## config.mk

```make
export PLATFORM = sky130hd
export DESIGN_NAME = pca9685_servo_sequencer
export DESIGN_NICKNAME = d
export VERILOG_FILES = /design/src/rtl/pca9685_servo_sequencer.sv
export SDC_FILE = /design/constraint.sdc
export NUM_CORES = 1
export LEC_CHECK = 0
export ABC_AREA = 0
export CORE_AREA = 2 2 147 149
export DETAILED_ROUTE_END_ITERATION = 7
export DIE_AREA = 0 0 149 151
export GPL_TIMING_DRIVEN = 0
export SYNTH_ARGS = -nofsm -noshare
export SYNTH_HDL_FRONTEND = slang
export SYNTH_SLANG_ARGS = --single-unit
```

## constraint.sdc

```tcl
create_clock -name i_clk -period 6.1 [get_ports i_clk]
set_clock_uncertainty 0.05 [all_clocks]
set_input_delay 1.525 -clock i_clk [delete_from_list [all_inputs] [get_ports i_clk]]
set_output_delay 1.525 -clock i_clk [all_outputs]
set_load 0.05 [all_outputs]
```

## src/rtl/pca9685_servo_sequencer.sv

```systemverilog
// pca9685_servo_sequencer
//   Sequences PCA9685 register writes for a group of servo channels.
//   After reset it runs the chip init: MODE1 sleep, PRE_SCALE, MODE1 run.
//   It then sweeps the channels once per refresh tick. Each sweep writes the
//   four ON/OFF registers only for channels whose pulse width changed.
//   Writes are handed to an external I2C frame engine through a
//   request/done handshake.
//
//   Build option: define SERVO_CLAMP_EN to clamp every channel value to
//   [MIN_CNT, MAX_CNT] before it is compared and written.
//
// Ports
//   i_clk, i_rst   clock; asynchronous active-high reset
//   i_enable       1 = new sweeps may start
//   i_force        pulse: the next sweep rewrites every channel
//   i_pulse        12-bit OFF count per channel (ch c at [12c+11:12c])
//   o_wr_req       byte-write request, held until i_wr_done is sampled
//   o_reg_addr     register address, valid while o_wr_req is high
//   o_wr_data      register data, valid while o_wr_req is high
//   i_wr_done      one-cycle completion pulse from the frame engine
//   i_wr_err       qualified by i_wr_done: the write failed
//   o_ready        init sequence complete
//   o_busy         sequencer is doing anything other than waiting for a tick
//   o_err          sticky write-failure flag
module pca9685_servo_sequencer #(
  parameter int          N_CH        = 4,
  parameter int          CH_BASE     = 0,
  parameter logic [7:0]  PRESCALE    = 8'h79,
  parameter int          REFRESH_DIV = 1000000,
  parameter logic [11:0] MIN_CNT     = 12'd102,
  parameter logic [11:0] MAX_CNT     = 12'd512
) (
  input  logic              i_clk,
  input  logic              i_rst,
  input  logic              i_enable,
  input  logic              i_force,
  input  logic [12*N_CH-1:0] i_pulse,
  output logic              o_wr_req,
  output logic [7:0]        o_reg_addr,
  output logic [7:0]        o_wr_data,
  input  logic              i_wr_done,
  input  logic              i_wr_err,
  output logic              o_ready,
  output logic              o_busy,
  output logic              o_err
);

  localparam int CH_W   = $clog2(N_CH) + 1;
  localparam int TICK_W = $clog2(REFRESH_DIV);

`ifdef SERVO_CLAMP_EN
  localparam bit CLAMP_EN = 1'b1;
`else
  localparam bit CLAMP_EN = 1'b0;
`endif

  typedef enum logic [3:0] {
    S_INIT_SLEEP,
    S_INIT_PRE,
    S_INIT_RUN,
    S_WAIT_TICK,
    S_SCAN,
    S_WR_ONL,
    S_WR_ONH,
    S_WR_OFFL,
    S_WR_OFFH
  } state_t;

  state_t            state_q, state_d;
  logic [CH_W-1:0]   ch_q, ch_d;
  logic [11:0]       snap_q, snap_d;
  logic [TICK_W-1:0] tickCnt_q, tickCnt_d;
  logic              tickPending_q, tickPending_d;
  logic              forcePending_q, forcePending_d;
  logic              forceLatched_q, forceLatched_d;
  logic              req_q, req_d;
  logic [7:0]        addr_q, addr_d;
  logic [7:0]        data_q, data_d;
  logic              ready_q, ready_d;
  logic              err_q, err_d;
  logic              busy_q, busy_d;

  logic [11:0]       shadow_q [N_CH];
  logic [N_CH-1:0]   shadowValid_q;
  logic              shadowWr;
  logic              shadowInv;

  logic [11:0]       pulseEff [N_CH];
  logic [11:0]       curPulse;
  logic [11:0]       curShadow;
  logic              curValid;
  logic              dirty;
  logic              tickWrap;
  logic              isWrite;
  logic [7:0]        chIdx;
  logic [7:0]        ledBase;
  logic [7:0]        wAddr;
  logic [7:0]        wData;

  // Effective per-channel value, optionally clamped.
  always_comb begin
    for (int c = 0; c < N_CH; c++) begin
      pulseEff[c] = i_pulse[12*c +: 12];
      if (CLAMP_EN) begin
        if (pulseEff[c] < MIN_CNT) begin
          pulseEff[c] = MIN_CNT;
        end else if (pulseEff[c] > MAX_CNT) begin
          pulseEff[c] = MAX_CNT;
        end
      end
    end
  end

  // Select the value and shadow of the channel under the scan pointer.
  // The pointer runs one past the last channel, which selects nothing.
  always_comb begin
    curPulse  = '0;
    curShadow = '0;
    curValid  = 1'b0;
    for (int c = 0; c < N_CH; c++) begin
      if (ch_q == CH_W'(c)) begin
        curPulse  = pulseEff[c];
        curShadow = shadow_q[c];
        curValid  = shadowValid_q[c];
      end
    end
    dirty = !curValid || forceLatched_q || (curPulse != curShadow);
  end

  // Register address and data for the write owned by the current state.
  always_comb begin
    chIdx   = 8'(CH_BASE) + 8'(ch_q);
    ledBase = 8'h06 + (chIdx << 2);
    wAddr   = 8'h00;
    wData   = 8'h00;
    isWrite = 1'b1;
    case (state_q)
      S_INIT_SLEEP: begin wAddr = 8'h00;          wData = 8'h10; end
      S_INIT_PRE:   begin wAddr = 8'hFE;          wData = PRESCALE; end
      S_INIT_RUN:   begin wAddr = 8'h00;          wData = 8'h00; end
      S_WR_ONL:     begin wAddr = ledBase;        wData = 8'h00; end
      S_WR_ONH:     begin wAddr = ledBase + 8'd1; wData = 8'h00; end
      S_WR_OFFL:    begin wAddr = ledBase + 8'd2; wData = snap_q[7:0]; end
      S_WR_OFFH:    begin wAddr = ledBase + 8'd3; wData = {4'h0, snap_q[11:8]}; end
      default:      isWrite = 1'b0;
    endcase
  end

  // Next-state logic. A write state raises its request in the first cycle
  // it sees the request low, so consecutive writes always leave one idle
  // cycle. A dirty channel found in S_SCAN raises the ON_L request straight
  // away, which keeps the gap at one cycle across channel groups as well.
  always_comb begin
    state_d        = state_q;
    ch_d           = ch_q;
    snap_d         = snap_q;
    req_d          = req_q;
    addr_d         = addr_q;
    data_d         = data_q;
    ready_d        = ready_q;
    err_d          = err_q;
    shadowWr       = 1'b0;
    shadowInv      = 1'b0;
    tickWrap       = (tickCnt_q == TICK_W'(REFRESH_DIV - 1));
    tickCnt_d      = tickWrap ? '0 : tickCnt_q + TICK_W'(1);
    tickPending_d  = tickPending_q | tickWrap;
    forcePending_d = forcePending_q | i_force;
    forceLatched_d = forceLatched_q;

    if (isWrite) begin
      if (!req_q) begin
        req_d  = 1'b1;
        addr_d = wAddr;
        data_d = wData;
      end else if (i_wr_done) begin
        req_d = 1'b0;
        if (i_wr_err) begin
          err_d   = 1'b1;
          ready_d = 1'b0;
          state_d = S_INIT_SLEEP;
        end else begin
          case (state_q)
            S_INIT_SLEEP: state_d = S_INIT_PRE;
            S_INIT_PRE:   state_d = S_INIT_RUN;
            S_INIT_RUN: begin
              ready_d   = 1'b1;
              shadowInv = 1'b1;
              state_d   = S_WAIT_TICK;
            end
            S_WR_ONL:     state_d = S_WR_ONH;
            S_WR_ONH:     state_d = S_WR_OFFL;
            S_WR_OFFL:    state_d = S_WR_OFFH;
            S_WR_OFFH: begin
              shadowWr = 1'b1;
              ch_d     = ch_q + CH_W'(1);
              state_d  = S_SCAN;
            end
            default:      state_d = S_INIT_SLEEP;
          endcase
        end
      end
    end else if (state_q == S_WAIT_TICK) begin
      if (tickPending_q && i_enable) begin
        tickPending_d  = tickWrap;
        forceLatched_d = forcePending_q;
        forcePending_d = i_force;
        ch_d           = '0;
        state_d        = S_SCAN;
      end
    end else if (state_q == S_SCAN) begin
      if ((ch_q >= CH_W'(N_CH)) || !i_enable) begin
        forceLatched_d = 1'b0;
        state_d        = S_WAIT_TICK;
      end else if (dirty) begin
        snap_d  = curPulse;
        req_d   = 1'b1;
        addr_d  = ledBase;
        data_d  = 8'h00;
        state_d = S_WR_ONL;
      end else begin
        ch_d = ch_q + CH_W'(1);
      end
    end else begin
      state_d = S_INIT_SLEEP;
    end

    busy_d = (state_d != S_WAIT_TICK);
  end

  // Control and handshake registers.
  always_ff @(posedge i_clk or posedge i_rst) begin
    if (i_rst) begin
      state_q        <= S_INIT_SLEEP;
      ch_q           <= '0;
      snap_q         <= '0;
      tickCnt_q      <= '0;
      tickPending_q  <= 1'b0;
      forcePending_q <= 1'b0;
      forceLatched_q <= 1'b0;
      req_q          <= 1'b0;
      addr_q         <= '0;
      data_q         <= '0;
      ready_q        <= 1'b0;
      err_q          <= 1'b0;
      busy_q         <= 1'b0;
    end else begin
      state_q        <= state_d;
      ch_q           <= ch_d;
      snap_q         <= snap_d;
      tickCnt_q      <= tickCnt_d;
      tickPending_q  <= tickPending_d;
      forcePending_q <= forcePending_d;
      forceLatched_q <= forceLatched_d;
      req_q          <= req_d;
      addr_q         <= addr_d;
      data_q         <= data_d;
      ready_q        <= ready_d;
      err_q          <= err_d;
      busy_q         <= busy_d;
    end
  end

  // Shadow copy of the last value written per channel.
  always_ff @(posedge i_clk or posedge i_rst) begin
    if (i_rst) begin
      shadowValid_q <= '0;
      for (int c = 0; c < N_CH; c++) begin
        shadow_q[c] <= '0;
      end
    end else if (shadowInv) begin
      shadowValid_q <= '0;
    end else if (shadowWr) begin
      for (int c = 0; c < N_CH; c++) begin
        if (ch_q == CH_W'(c)) begin
          shadow_q[c]      <= snap_q;
          shadowValid_q[c] <= 1'b1;
        end
      end
    end
  end

  assign o_wr_req   = req_q;
  assign o_reg_addr = addr_q;
  assign o_wr_data  = data_q;
  assign o_ready    = ready_q;
  assign o_busy     = busy_q;
  assign o_err      = err_q;

endmodule

```

# After elaboration in Yosys (flattened, before gate mapping)
# Index checks and enable logic that the tools add are counted.
# totals
register_bits	114
# op_classes
muxes	83
n_eq_ne	25
order_cmp	1
bitwise	6
n_reduce_logical	35
n_addsub	6
# op_table
operator	count
$mux 12	8
$mux 8	12
$mux 4	11
$pmux 8 s5	1
$mux 1	38
$pmux 8 s4	1
$mux 3	10
$pmux 4 s7	1
$add 20x1->20 const B	1
$eq 20x20->1 const B	1
$mux 20	1
$reduce_bool 2->1	10
$eq 4x3->1 const B	4
$reduce_and 4->1	4
$add 6x2->7 const B	2
$ne 12x12->1	1
$ne 2x2->1 const B	6
$reduce_and 3->1	4
$reduce_and 5->1	2
$eq 4x2->1 const B	2
$reduce_and 2->1	4
$reduce_and 8->1	1
$add 6x1->7 const B	1
$reduce_or 7->1	1
20 further kinds	29

# Depth between registers and ports, before layout
# Gate-level depths: netlist of run 1.
# depth
depth_word	14
depth_mapped	16
ltp_nobuf	10

# Least setup slack after synthesis of run 1
# Ideal clock, no wire load.
# synth_timing
path_type	input -> register
from	in i_pulse[23]
to	reg addr_q[1], in the netlist o_reg_addr[1]
setup_ns	0.125
required_ns	5.925
stages	10
t_arrival_ns	3.339
path_buffers	2
setup_slack_ns	2.586
cell_sequence	a21oi_1 a221oi_1 a211o_1 nand4_1 nor4_2 a41o_1 buf_6 nand2_4 buf_6 mux2_4
# synth_between
elab_chain_cells	7
# synth_rtl
element	line	text
start: declaration	37	input logic [12*N_CH-1:0] i_pulse,
$mux 12 (3 in a row)	121	if (ch_q == CH_W'(c)) begin
$ne 12x12->1	127	dirty = !curValid || forceLatched_q || (curPulse != curShadow);
$logic_or 1x1->1	127	
$reduce_bool 2->1 (no line)	-	
$reduce_and 5->1 (no line)	-	
end signal: assignment	255	addr_q <= addr_d;
end: declaration	77	logic [7:0] addr_q, addr_d;
# No other way between the ends.
# A chain may end at the register's enable or synchronous reset.

# Worst setup path after layout of run 1
# layout_timing
from	reg ch_q[0]
to	reg addr_q[1], in the netlist o_reg_addr[1]
# layout_between
elab_chain_cells	10
elab_cells_between_ends	25
cone_classes	order compare (1); eq/ne (5); mux (12); reduce/logical (7)
# layout_rtl
element	line	text
start: declaration	70	logic [CH_W-1:0] ch_q, ch_d;
start signal: assignment	248	ch_q <= ch_d;
branches (longest 9 deep; another with $mux 12)	-	
$reduce_and 5->1 (no line) (*)	-	
# Every way passes the cells marked *.

==> metrics.md, run 1 <==
| Metric | Value |
|---|---|
| Status | finished clean |
| Hold Startpoint | shadowValid_q[2] |
| Routability Congestion | 0.900 |
| Area enclosed by the die boundary | 0.0225 mm² |
| Ant. Diodes | 0 |
| Number of warning messages in the yosys log | 0 |
| Chip Width | 149 µm |
| Worst slack, placed | 1.55 ns |
| Area grow syn2layout | 27.8% |
| Synthesized area per cell | 9.88 µm² |
| Leftover overflow at the end of global routing | 0 |
| Ys flop type | dfrtp_1 |
| Max Clk Rate | 238 MHz |
| Reg2Reg Setup Slack | 1.91 ns |
| Number of CTS-inserted buffers | 17 |
| Post_cts resized | 0 |
| Worst Reg2Reg Path Length in Cells | 13 |
| Startpoint type of the worst setup path | flop |
| Floorplan row count | 53 |
| Starting utilization of the core area | 29.6% |
| Largest net degree at the start of global routing | 92 |
| Netlist Area Pre-Place | 0.00617 mm² |
| Count of max-cap constraint violations | 0 |
| Nets | 778 |
| Fraction of final layout cells sized beyond drive strength 1 | 16.0% |
| Postcts setup bufs | 0 |
| Area of combinational cells with multiple inputs | 0.00304 mm² |
| Met2 Routed Length | 8320 µm |
| Number of slew-limit violations in the final report | 0 |
| Clock input transition at the sequential cells of the worst setup and hold paths | 0.05 ns |
| Placeable core region | 0.0208 mm² |
| Detail Route Antenna Nets | 0 |
| Number of synthesized flops with an enable pin | 0 |
| Transition time at the pin with the least slew margin | 0.827 ns |
| Synth Instances | 624 |
| Commonest cells after routing, fill and taps aside | 114 x dfrtp_1, 75 x nand2_1, 73 x clkdlybuf4s50_1 |
| Remaining routing DRC violations | 0 |
| Reg-to-Reg Start | ch_q[0] |
| Unrepaired setup endpoints after global routing | false |
| Number of setup violations in the final report | 0 |
| Vias per cell | 5.07 |
| Util after Layout | 37.8% |
| Critical path fanouts, max | 10 |
| IO buf count | 73 |
| Ratio of final minimum period to clock period | 68.7% |
| Min Clock Period, post-route | 4.19 ns |
| Sum of net half-perimeters after detailed placement | 12100 µm |
| Floorplan die height | 151 µm |
| Rel. slew slack | 44.9% |
| Synthesis-stage register bit count | 114 |
| Clock Tree Buf Depth | 2 |
| First-pass iteration count of the detailed router | 5 |
| Fraction of synthesis flops using an asynchronous set or reset pin | 100% |
| Kind of critical path | flop to flop |
| Source-to-sink clock delay at the later pin of the worst-skew pair | 0.42 ns |
| Area taken by flip-flops and latches | 0.00285 mm² |
| Wire per inst | 17.2 µm |
| Critical Path Sink Type | flop |
| Share of synthesized area occupied by flip-flops and latches | 46.3% |
| Hold/Removal Path Class | flop to flop |
| Number of H-tree levels | 4 |
| Antenna violations before repair | 0 |
| Vias in the first global route | 5025 |
| Routed wl met3 | 952 µm |
| RR Endpoint | o_reg_addr[1] |
| Fill cell total of the finished layout | 2075 |
| I/O pin count | 74 |
| Worst hold path cell count | 2 |
| Met1 wire length | 7770 µm |
| Largest voltage drop on the vdd net | 0.170 mV |
| CTS tree | yes |
| Total routing usage reported by global routing | 16.0% |
| Number of hold buffers added after CTS | 0 |
| Smallest setup slack after layout | 1.91 ns |
| Most common cell after layout, fill and taps aside | dfrtp_1 |
| Highest metal layer with signal wires | met4 |
| Hold endpoint | shadowValid_q[2] |
| Number of clock sinks | 114 |
| Number of failing hold endpoints at the final stage | 0 |
| Power density over cell area | 350 mW/mm² |
| Leakage component of the power | 3.46 nW |
| Number of standard cells in the layout, taps in and fillers out | 1005 |
| Placed cell count | 973 |
| Total length of routed wires | 17300 µm |
| Net Count, Synth | 685 |
| Global-route wire length before repair | 27800 µm |
| Clock tree root driver cell | clkbuf_16 |
| Number of vias after detailed routing | 5100 |
| Netlist cell types | 55 |
| Number of design-rule violations left by the first detailed-router iteration | 343 |
| Data arrival, critical path | 4.44 ns |
| Required @ worst endpoint | 6.35 ns |
==> cells in the mapped netlist (5+ instances only) <==
| cell | count | area share [%] |
|---|---|---|
| a221oi_1 | 7 | 0.99 |
| a21oi_1 | 42 | 3.4 |
| ha_1 | 7 | 1.4 |
| o211ai_1 | 8 | 0.97 |
| a211o_1 | 6 | 0.85 |
| nand3_1 | 18 | 1.5 |
| inv_1 | 24 | 1.5 |
| nor2_1 | 40 | 2.4 |
| mux2_4 | 10 | 2.4 |
| xor2_1 | 16 | 2.3 |
| clkbuf_1 | 19 | 1.2 |
| nand2b_1 | 16 | 1.6 |
| a32o_1 | 6 | 0.97 |
| nand4_1 | 9 | 0.91 |
| a21o_1 | 7 | 0.85 |
| mux2_2 | 51 | 9.3 |
| o21ai_0 | 38 | 3.1 |
| buf_2 | 11 | 0.89 |
| and2_1 | 7 | 0.71 |
| xnor2_1 | 9 | 1.3 |
| a221o_1 | 5 | 0.81 |
| dfrtp_1 | 114 | 46 |
| a32oi_1 | 11 | 1.6 |
| nor3_1 | 6 | 0.49 |
| nand2_1 | 75 | 4.6 |
| nand3b_1 | 12 | 1.5 |
==> cell type report <==
class	instances	share of cell area, %
repair buffers	74	9.62
inverters	24	1.21
plain buffers	38	2.37
multi-input cells	448	38.5
clock buffers	17	5.40
well taps	275	4.37
flip-flops and latches	114	36.2
clock inverters	15	2.30
==> worst max-delay path: stages, from the launching register on <==
cell      delay, ns
dfrtp_1        0.38
clkbuf_1       0.33
inv_1          0.24
ha_1           0.36
clkbuf_1       0.31
a221oi_1       0.56
a211o_1        0.17
nand4_1        0.16
nor4_2         0.56
a41o_1         0.26
buf_6          0.19
nand2_4        0.06
buf_6          0.16
mux2_4         0.30
==> how the worst max path moves through the flow <==
stage	from	endpoint	slack (ns)	depth (start not counted)
global placement	i_rst	shadow_q[15]	-0.37	2
global route	ch_q[0]	o_reg_addr[1]	1.61	13
detailed placement	i_pulse[13]	o_wr_data[1]	1.55	11
finish	ch_q[0]	o_reg_addr[1]	1.91	13
CTS	ch_q[0]	o_reg_addr[1]	1.88	13
floorplan	i_rst	ch_q[0]	1.51	1
==> metrics by stage <==
stage	hold WS [ns]	TNS [ns]	total power (W)	instance area (µm²)
final	0.422	0	0.00276	7880
after global routing	0.437	0	0.00288	7880
after CTS	0.420	0	0.00277	7880
after detailed placement	0.406	0	0.00174	7270
after global placement	0.402	-40.48	0.00174	7240
after floorplan	0.388	0	0.00146	6170
==> report_power, final <==
part | switching, W | leakage (nW) | internal, W
combinational | 0.000558 | 1.62 | 0.000337
clock | 0.000381 | 0.294 | 0.000645
sequential | 0.0000311 | 1.54 | 0.000808
==> cells by family (layout without fill, tap and decap cells) <==
family	after synthesis	count (layout)	share of synthesized area, %
fa+ha+maj	7	7	1.42
mux	62	62	11.9
simple gates	200	200	15.8
buf+inv	62	168	4.48
flops	114	114	46.3
xor+xnor	25	25	3.55
compound gates	154	154	16.6
==> state kept, by name, summed over array words and instances (netlist names) <==
register        count
o_wr_data           8
shadow_q           48
snap_q             12
tickCnt_q          20
o_busy              1
forceLatched_q      1
o_reg_addr          8
o_err               1
o_ready             1
state_q             4
forcePending_q      1
o_wr_req            1
ch_q                3
tickPending_q       1
shadowValid_q       4
==> layer usage <==
metal,up-vias,global-route usage [%]
li1,2439,-
met1,2492,20.6
met2,140,26.4
met3,29,4.31
met4,0,5.14
met5,-,0
Note: power is estimated with default switching activity, not from simulation.
==> run 2, diff against run 1 <==
- clock period: 6.1 -> 3.4 ns (I/O delays scaled with it)
==> run 2 against run 1 <==
  * The flow now finishes with violations (negative setup slack)
  * Highest routed layer unchanged
  * Count of clock-buffer cells in the layout up 5
  * Utilization up 1.5 points
  * Largest power group is now combinational logic
  * Power up 79%
  * Global-route usage up 0.34 points
  * Worst setup slack worse by 1.9 ns
  * Routed wire length up 3.7%
  * Register-to-register slack worse by 1.9 ns
  * Final area up 3.9%
==> metrics.md, run 2 (synthesis gave the netlist of run 1 again) <==
| Metric | Value |
|---|---|
| Status | complete, but fails checks |
| Failing checks | negative setup slack |
| Clock tree root driver cell | clkbuf_16 |
| Cells along the critical path | ha_4 -> ha_4 -> buf_6 -> or2_4 -> buf_12 -> a221o_1 -> o211ai_1 -> nand4_1 -> nor4_4 -> a41o_1 -> buf_6 -> nand2_8 -> clkbuf_16 -> mux2_4 |
| IO buf count | 73 |
| Number of slew-limit violations in the final report | 0 |
| Clock input transition at the sequential cells of the worst setup and hold paths | 0.06 ns |
| Antenna violations before repair | 0 |
| Largest net degree at the start of global routing | 42 |
| Most common cell after layout, fill and taps aside | dfrtp_1 |
| Leftover overflow at the end of global routing | 0 |
| Number of setup violations in the final report | 4 |
| Commonest cells after routing, fill and taps aside | 111 x dfrtp_1, 75 x nand2_1, 73 x clkdlybuf4s50_1 |
| Unrepaired setup endpoints after global routing | true |
| Starting utilization of the core area | 29.6% |
| Area enclosed by the die boundary | 0.0225 mm² |
| Biggest cell delay along the critical path | 0.45 ns |
| Worst slack, placed | -0.768 ns |
| Floorplan row count | 53 |
| Critical Path Sink Type | flop |
| Gate power share | 35.7% |
| Max Clk Rate | 294 MHz |
| Max FFs per register | 48 |
| Path length in cells of the critical path | 14 |
| Ratio of final minimum period to clock period | 100% |
| Global-route wire length before repair | 28300 µm |
| Power density over cell area | 604 mW/mm² |
| Critical path's slowest cell | dfrtp_2 |
| Floorplan die height | 151 µm |
| Remaining routing DRC violations | 0 |
| Part of the power in the clock network | 33.7% |
| Smallest setup slack after layout | -0.00433 ns |
| Placeable core region | 0.0208 mm² |
| I/O pin count | 74 |
| Number of clock sinks | 114 |
| Number of CTS-inserted buffers | 17 |
| Transition time at the pin with the least slew margin | 0.841 ns |
| Total routing usage reported by global routing | 16.4% |
| Largest voltage drop on the vdd net | 0.323 mV |
| Number of hold buffers added after CTS | 0 |
| Reg2Reg Setup Slack | -0.004 ns |
| Ant. Diodes | 0 |
| Required @ worst endpoint | 3.64 ns |
| Min Clock Period, post-route | 3.40 ns |
| First-pass iteration count of the detailed router | 5 |
| Vias per cell | 5.08 |
| Seq pwr share | 30.6% |
| Area grow syn2layout | 32.8% |
| Number of design-rule violations left by the first detailed-router iteration | 274 |
| Cell-internal power | 0.00320 W |
| Fraction of power spent switching nets | 35.3% |
| Number of failing hold endpoints at the final stage | 0 |
| Wire per inst | 17.6 µm |
| Kind of critical path | flop to flop |
| Startpoint type of the worst setup path | flop |
| Vias in the first global route | 5207 |
| Buffers & Inverters on Critical Path | 4 |
| Leakage component of the power | 3.58 nW |
| Critical path fanouts, max | 5 |
| Clock Tree Buf Depth | 2 |
| Hold/Removal Path Class | flop to flop |
| Worst Reg2Reg Path Length in Cells | 14 |
| Nets | 794 |
| Sum of net half-perimeters after detailed placement | 12200 µm |
| Total length of routed wires | 18000 µm |
| Count of max-cap constraint violations | 0 |
| CTS tree | yes |
| Detail Route Antenna Nets | 0 |
| Number of H-tree levels | 4 |
| Routability Congestion | 0.891 |
| Cell family with most CP delay | simple AND/OR/NAND/NOR gates |
| Total Power | 0.00494 W |
| Number of vias after detailed routing | 5187 |
| Most flop-heavy register | shadow_q |
| Chip Width | 149 µm |
| Fraction of final layout cells sized beyond drive strength 1 | 20.5% |
| Net switching component of the power | 0.00174 W |
| Data arrival, critical path | 3.65 ns |
| Fill cell total of the finished layout | 2069 |
| Source-to-sink clock delay at the later pin of the worst-skew pair | 0.41 ns |
| Largest regs | shadow_q: 48 flops, tickCnt_q: 20 flops, snap_q: 12 flops |
| Worst hold path cell count | 1 |
| Rel. slew slack | 43.9% |
run 2: cell types whose count changed in the layout (fill, tap and decap cells not counted), moves of 5 or more:
cell / before / now
buf_4: 0 / 15
clkbuf_2: 0 / 6
buf_12: 0 / 5
a221oi_1: 7 / 2
buf_2: 11 / 4
clkbuf_1: 19 / 14
run 2: cell type report:
| class | count | area [µm²] | area share, % |
|---|---|---|---|
| buffer | 38 | 251 | 3.07 |
| clock buffer | 22 | 464 | 5.67 |
| clock inverter | 10 | 85.1 | 1.04 |
| inverter | 24 | 98.8 | 1.21 |
| multi-input combinational | 448 | 3150 | 38.5 |
| sequential | 114 | 2860 | 34.9 |
| tap | 275 | 344 | 4.20 |
| timing repair buffer | 90 | 931 | 11.4 |
run 2: path summary, 6_finish.rpt:
check,start,end
worst max-delay path,ch_q[0],o_reg_addr[1]
worst min-delay path,o_err,o_err
worst max register to register,ch_q[0],o_reg_addr[1]
worst min register to register,o_err,o_err
max in group asynchronous,i_rst,ch_q[1]
min in group asynchronous,i_rst,o_wr_data[7]
run 2: worst register-to-register path, cell delays in order, from the launching register on:
cell and delay, ns:
dfrtp_2 0.45, ha_4 0.18, ha_4 0.15, buf_6 0.12, or2_4 0.26, buf_12 0.14
a221o_1 0.32, o211ai_1 0.13, nand4_1 0.17, nor4_4 0.42, a41o_1 0.24, buf_6 0.15
nand2_8 0.07, clkbuf_16 0.17, mux2_4 0.29
run 2: power groups by stage:
stage / logic (W) / registers [W] / clock network (W)
4_1_cts: 0.00166 / 0.00151 / 0.00169
3_5_place_dp: 0.00161 / 0.00153 / 0
6_report: 0.00176 / 0.00151 / 0.00167
5_1_grt: 0.00189 / 0.00152 / 0.00176
3_3_place_gp: 0.00159 / 0.00153 / 0
2_1_floorplan: 0.000854 / 0.00177 / 0
run 2: metrics by stage:
step / instance area (µm²) / cells / hold slack (ns) / utilization, % / setup TNS, ns
2_1_floorplan: 6170 / 624 / 0.388 / - / 0
5_1_grt: 8190 / 1021 / 0.437 / 39.3 / -1.18
4_1_cts: 7990 / 1013 / 0.431 / 38.4 / 0
3_3_place_gp: 7240 / 972 / 0.401 / 34.8 / -37.17
6_report: 8190 / 1021 / 0.423 / 39.3 / -0.00690
3_5_place_dp: 7300 / 975 / 0.405 / 35.1 / -25.26
run 2: what timing repair did:
| action | 4_1_cts | 5_1_grt |
|---|---|---|
| gates resized for setup | 29 | 23 |
| pin swaps | 4 | 9 |
| setup endpoints to repair | 33 | 28 |
| gates cloned | 0 | 2 |
| endpoints found under the hold margin | 0 | 0 |
| setup buffers | 6 | 6 |
run 2: metal layers:
metal	vias to the layer above	track usage, %	share of wire [%]
li1	2464	-	-
met1	2539	20.9	44
met2	152	27.0	47
met3	32	4.19	5.9
met4	0	5.86	2.3
met5	-	0	0
==> run 3, diff against run 2 <==
- CORE_AREA: 2 2 147 149 -> 2 2 113 115
- DIE_AREA: 0 0 149 151 -> 0 0 115 117
- PLACE_DENSITY: unset -> 0.76
==> run 3 against run 2 <==
  * Flip-flop and latch count stayed put
  * Critical path depth did not move
  * Via count up 4.7%
  * Largest power group is now clock
  * The run now ends clean
==> metrics.md, run 3 (synthesis gave the netlist of run 1 again) <==
| Metric | Value |
|---|---|
| Data arrival, critical path | 3.66 ns |
| Unrepaired setup endpoints after global routing | true |
| Placed cell area | 0.00715 mm² |
| Number of H-tree levels | 4 |
| Number of CTS-inserted buffers | 17 |
| Vias per cell | 6.05 |
| Leftover overflow at the end of global routing | 0 |
| Reg2Reg Setup Slack | 0.01 ns |
| Buffers & Inverters on Critical Path | 4 |
| I/O pin count | 74 |
| Worst slack, placed | -0.742 ns |
| Max FFs per register | 48 |
| Cell repeated most along the worst path | buf_6 |
| Starting utilization of the core area | 50.1% |
| Total Power | 0.00536 W |
| Status | finished clean |
| Transition time at the pin with the least slew margin | 0.870 ns |
| Critical Path Sink Type | flop |
| Min Clock Period, post-route | 3.39 ns |
| Total length of routed wires | 17800 µm |
| Hold/Removal Path Class | flop to flop |
| Area taken by flip-flops and latches | 0.00285 mm² |
| Placeable core region | 0.0123 mm² |
| Smallest setup slack after layout | 0.0137 ns |
| Chip Width | 115 µm |
| Largest regs | shadow_q: 48 flops, tickCnt_q: 20 flops, snap_q: 12 flops |
| Max Clk Rate | 295 MHz |
| Ratio of final minimum period to clock period | 99.6% |
| Number of setup violations in the final report | 0 |
| Wire per inst | 19.8 µm |
| Remaining routing DRC violations | 0 |
| Clock Tree Buf Depth | 2 |
| Biggest cell delay along the critical path | 0.41 ns |
| Fill cell total of the finished layout | 960 |
| Critical path's slowest cell | dfrtp_1 |
| Clock tree root driver cell | clkbuf_16 |
| Total routing usage reported by global routing | 27.3% |
| IO buf count | 73 |
| Source-to-sink clock delay at the later pin of the worst-skew pair | 0.42 ns |
| Rel. slew slack | 42.0% |
| Largest voltage drop on the vdd net | 0.413 mV |
| Path length in cells of the critical path | 14 |
| Floorplan die height | 117 µm |
| Number of failing hold endpoints at the final stage | 0 |
| Routability Congestion | 0.895 |
| Nets | 796 |
| Worst Reg2Reg Path Length in Cells | 14 |
| Count of max-cap constraint violations | 0 |
| Most common cell after layout, fill and taps aside | dfrtp_1 |
| Number of slew-limit violations in the final report | 0 |
| Startpoint type of the worst setup path | flop |
| Power density over cell area | 655 mW/mm² |
| CTS tree | yes |
| Util after Layout | 66.5% |
| Floorplan row count | 41 |
| Global-route wire length before repair | 28000 µm |
| Most flop-heavy register | shadow_q |
| Placed cell count | 850 |
| RR Endpoint | o_wr_data[5] |
| Area enclosed by the die boundary | 0.0135 mm² |
| Required @ worst endpoint | 3.67 ns |
| Crit path capture | o_wr_data[5] |
| Cell family with most CP delay | simple AND/OR/NAND/NOR gates |
| Ant. Diodes | 0 |
| Antenna violations before repair | 0 |
| Commonest cells after routing, fill and taps aside | 113 x dfrtp_1, 75 x nand2_1, 73 x clkdlybuf4s50_1 |
| Clock input transition at the sequential cells of the worst setup and hold paths | 0.05 ns |
| Number of design-rule violations left by the first detailed-router iteration | 500 |
| Reg-to-Reg Start | ch_q[1] |
| Area of all placed cells without fillers | 0.00819 mm² |
| Launching element of the worst setup path | ch_q[1] |
| Number of clock sinks | 114 |
| Cells along the critical path | ha_2 -> ha_4 -> buf_6 -> or2_4 -> buf_12 -> a221o_1 -> o211ai_1 -> nand4_1 -> nor4_4 -> a41o_1 -> buf_6 -> buf_2 -> nand3_1 -> o21ai_0 |
| Number of vias after detailed routing | 5433 |
| Vias in the first global route | 5473 |
| Kind of critical path | flop to flop |
| First-pass iteration count of the detailed router | 6 |
| Detail Route Antenna Nets | 0 |
| Area of combinational cells with multiple inputs | 0.00316 mm² |
| Number of standard cells in the layout, taps in and fillers out | 898 |
| Fraction of final layout cells sized beyond drive strength 1 | 21.1% |
| Leakage component of the power | 3.66 nW |
| Sum of net half-perimeters after detailed placement | 11800 µm |
| Area grow syn2layout | 32.8% |
| Largest net degree at the start of global routing | 40 |
| Number of hold buffers added after CTS | 0 |
| Critical path fanouts, max | 10 |
run 3: cell type report:
class,count,area share (%)
multi-input combinational,448,38.6
sequential,114,34.9
timing repair buffer,92,11.6
clock buffer,19,5.53
buffer,38,3.18
clock inverter,13,2.80
tap,150,2.29
inverter,24,1.21
run 3: per-layer routing:
| metal | wire length, µm | share of wire, % | GRT usage, % |
|---|---|---|---|
| met1 | 7280 | 41 | 33.9 |
| met2 | 8780 | 49 | 45.5 |
| met3 | 1260 | 7.1 | 7.26 |
| met4 | 452 | 2.5 | 11.2 |
| met5 | 0 | 0 | 0 |
run 3: worst reg2reg max path: cells and delay by family, from the launching register on:
family / cells / cell delay [ns]
simple gates: 4 / 1.02
buf+inv: 4 / 0.72
compound gates: 4 / 0.73
flops: 1 / 0.41
fa+ha+maj: 2 / 0.35
run 3: worst min-delay path by stage:
stage                                start               end  slack (ns)  cells after the start
after floorplan           shadowValid_q[2]  shadowValid_q[2]        0.39                      2
after global placement    shadowValid_q[2]  shadowValid_q[2]        0.40                      2
after detailed placement  shadowValid_q[2]  shadowValid_q[2]        0.42                      2
after CTS                            o_err             o_err        0.43                      1
after global routing                 o_err             o_err        0.46                      1
final                                o_err             o_err        0.43                      1
run 3: through the flow:
step	hold slack, ns	setup TNS, ns
after floorplan	0.388	0
after global placement	0.400	-20.21
after detailed placement	0.416	-23.37
after CTS	0.434	0
after global routing	0.457	-0.376
final	0.428	0
run 3: timing repair:
item / 4_1_cts / 5_1_grt
pin swaps: 4 / 9
resized for setup: 28 / 27
setup buffers: 10 / 4
endpoints found under the setup margin: 33 / 44
cloned: 0 / 2
run 3: power by group:
| group | internal, W | switching, W |
|---|---|---|
| combinational | 0.000729 | 0.00106 |
| clock | 0.00141 | 0.000648 |
| sequential | 0.00145 | 0.0000580 |
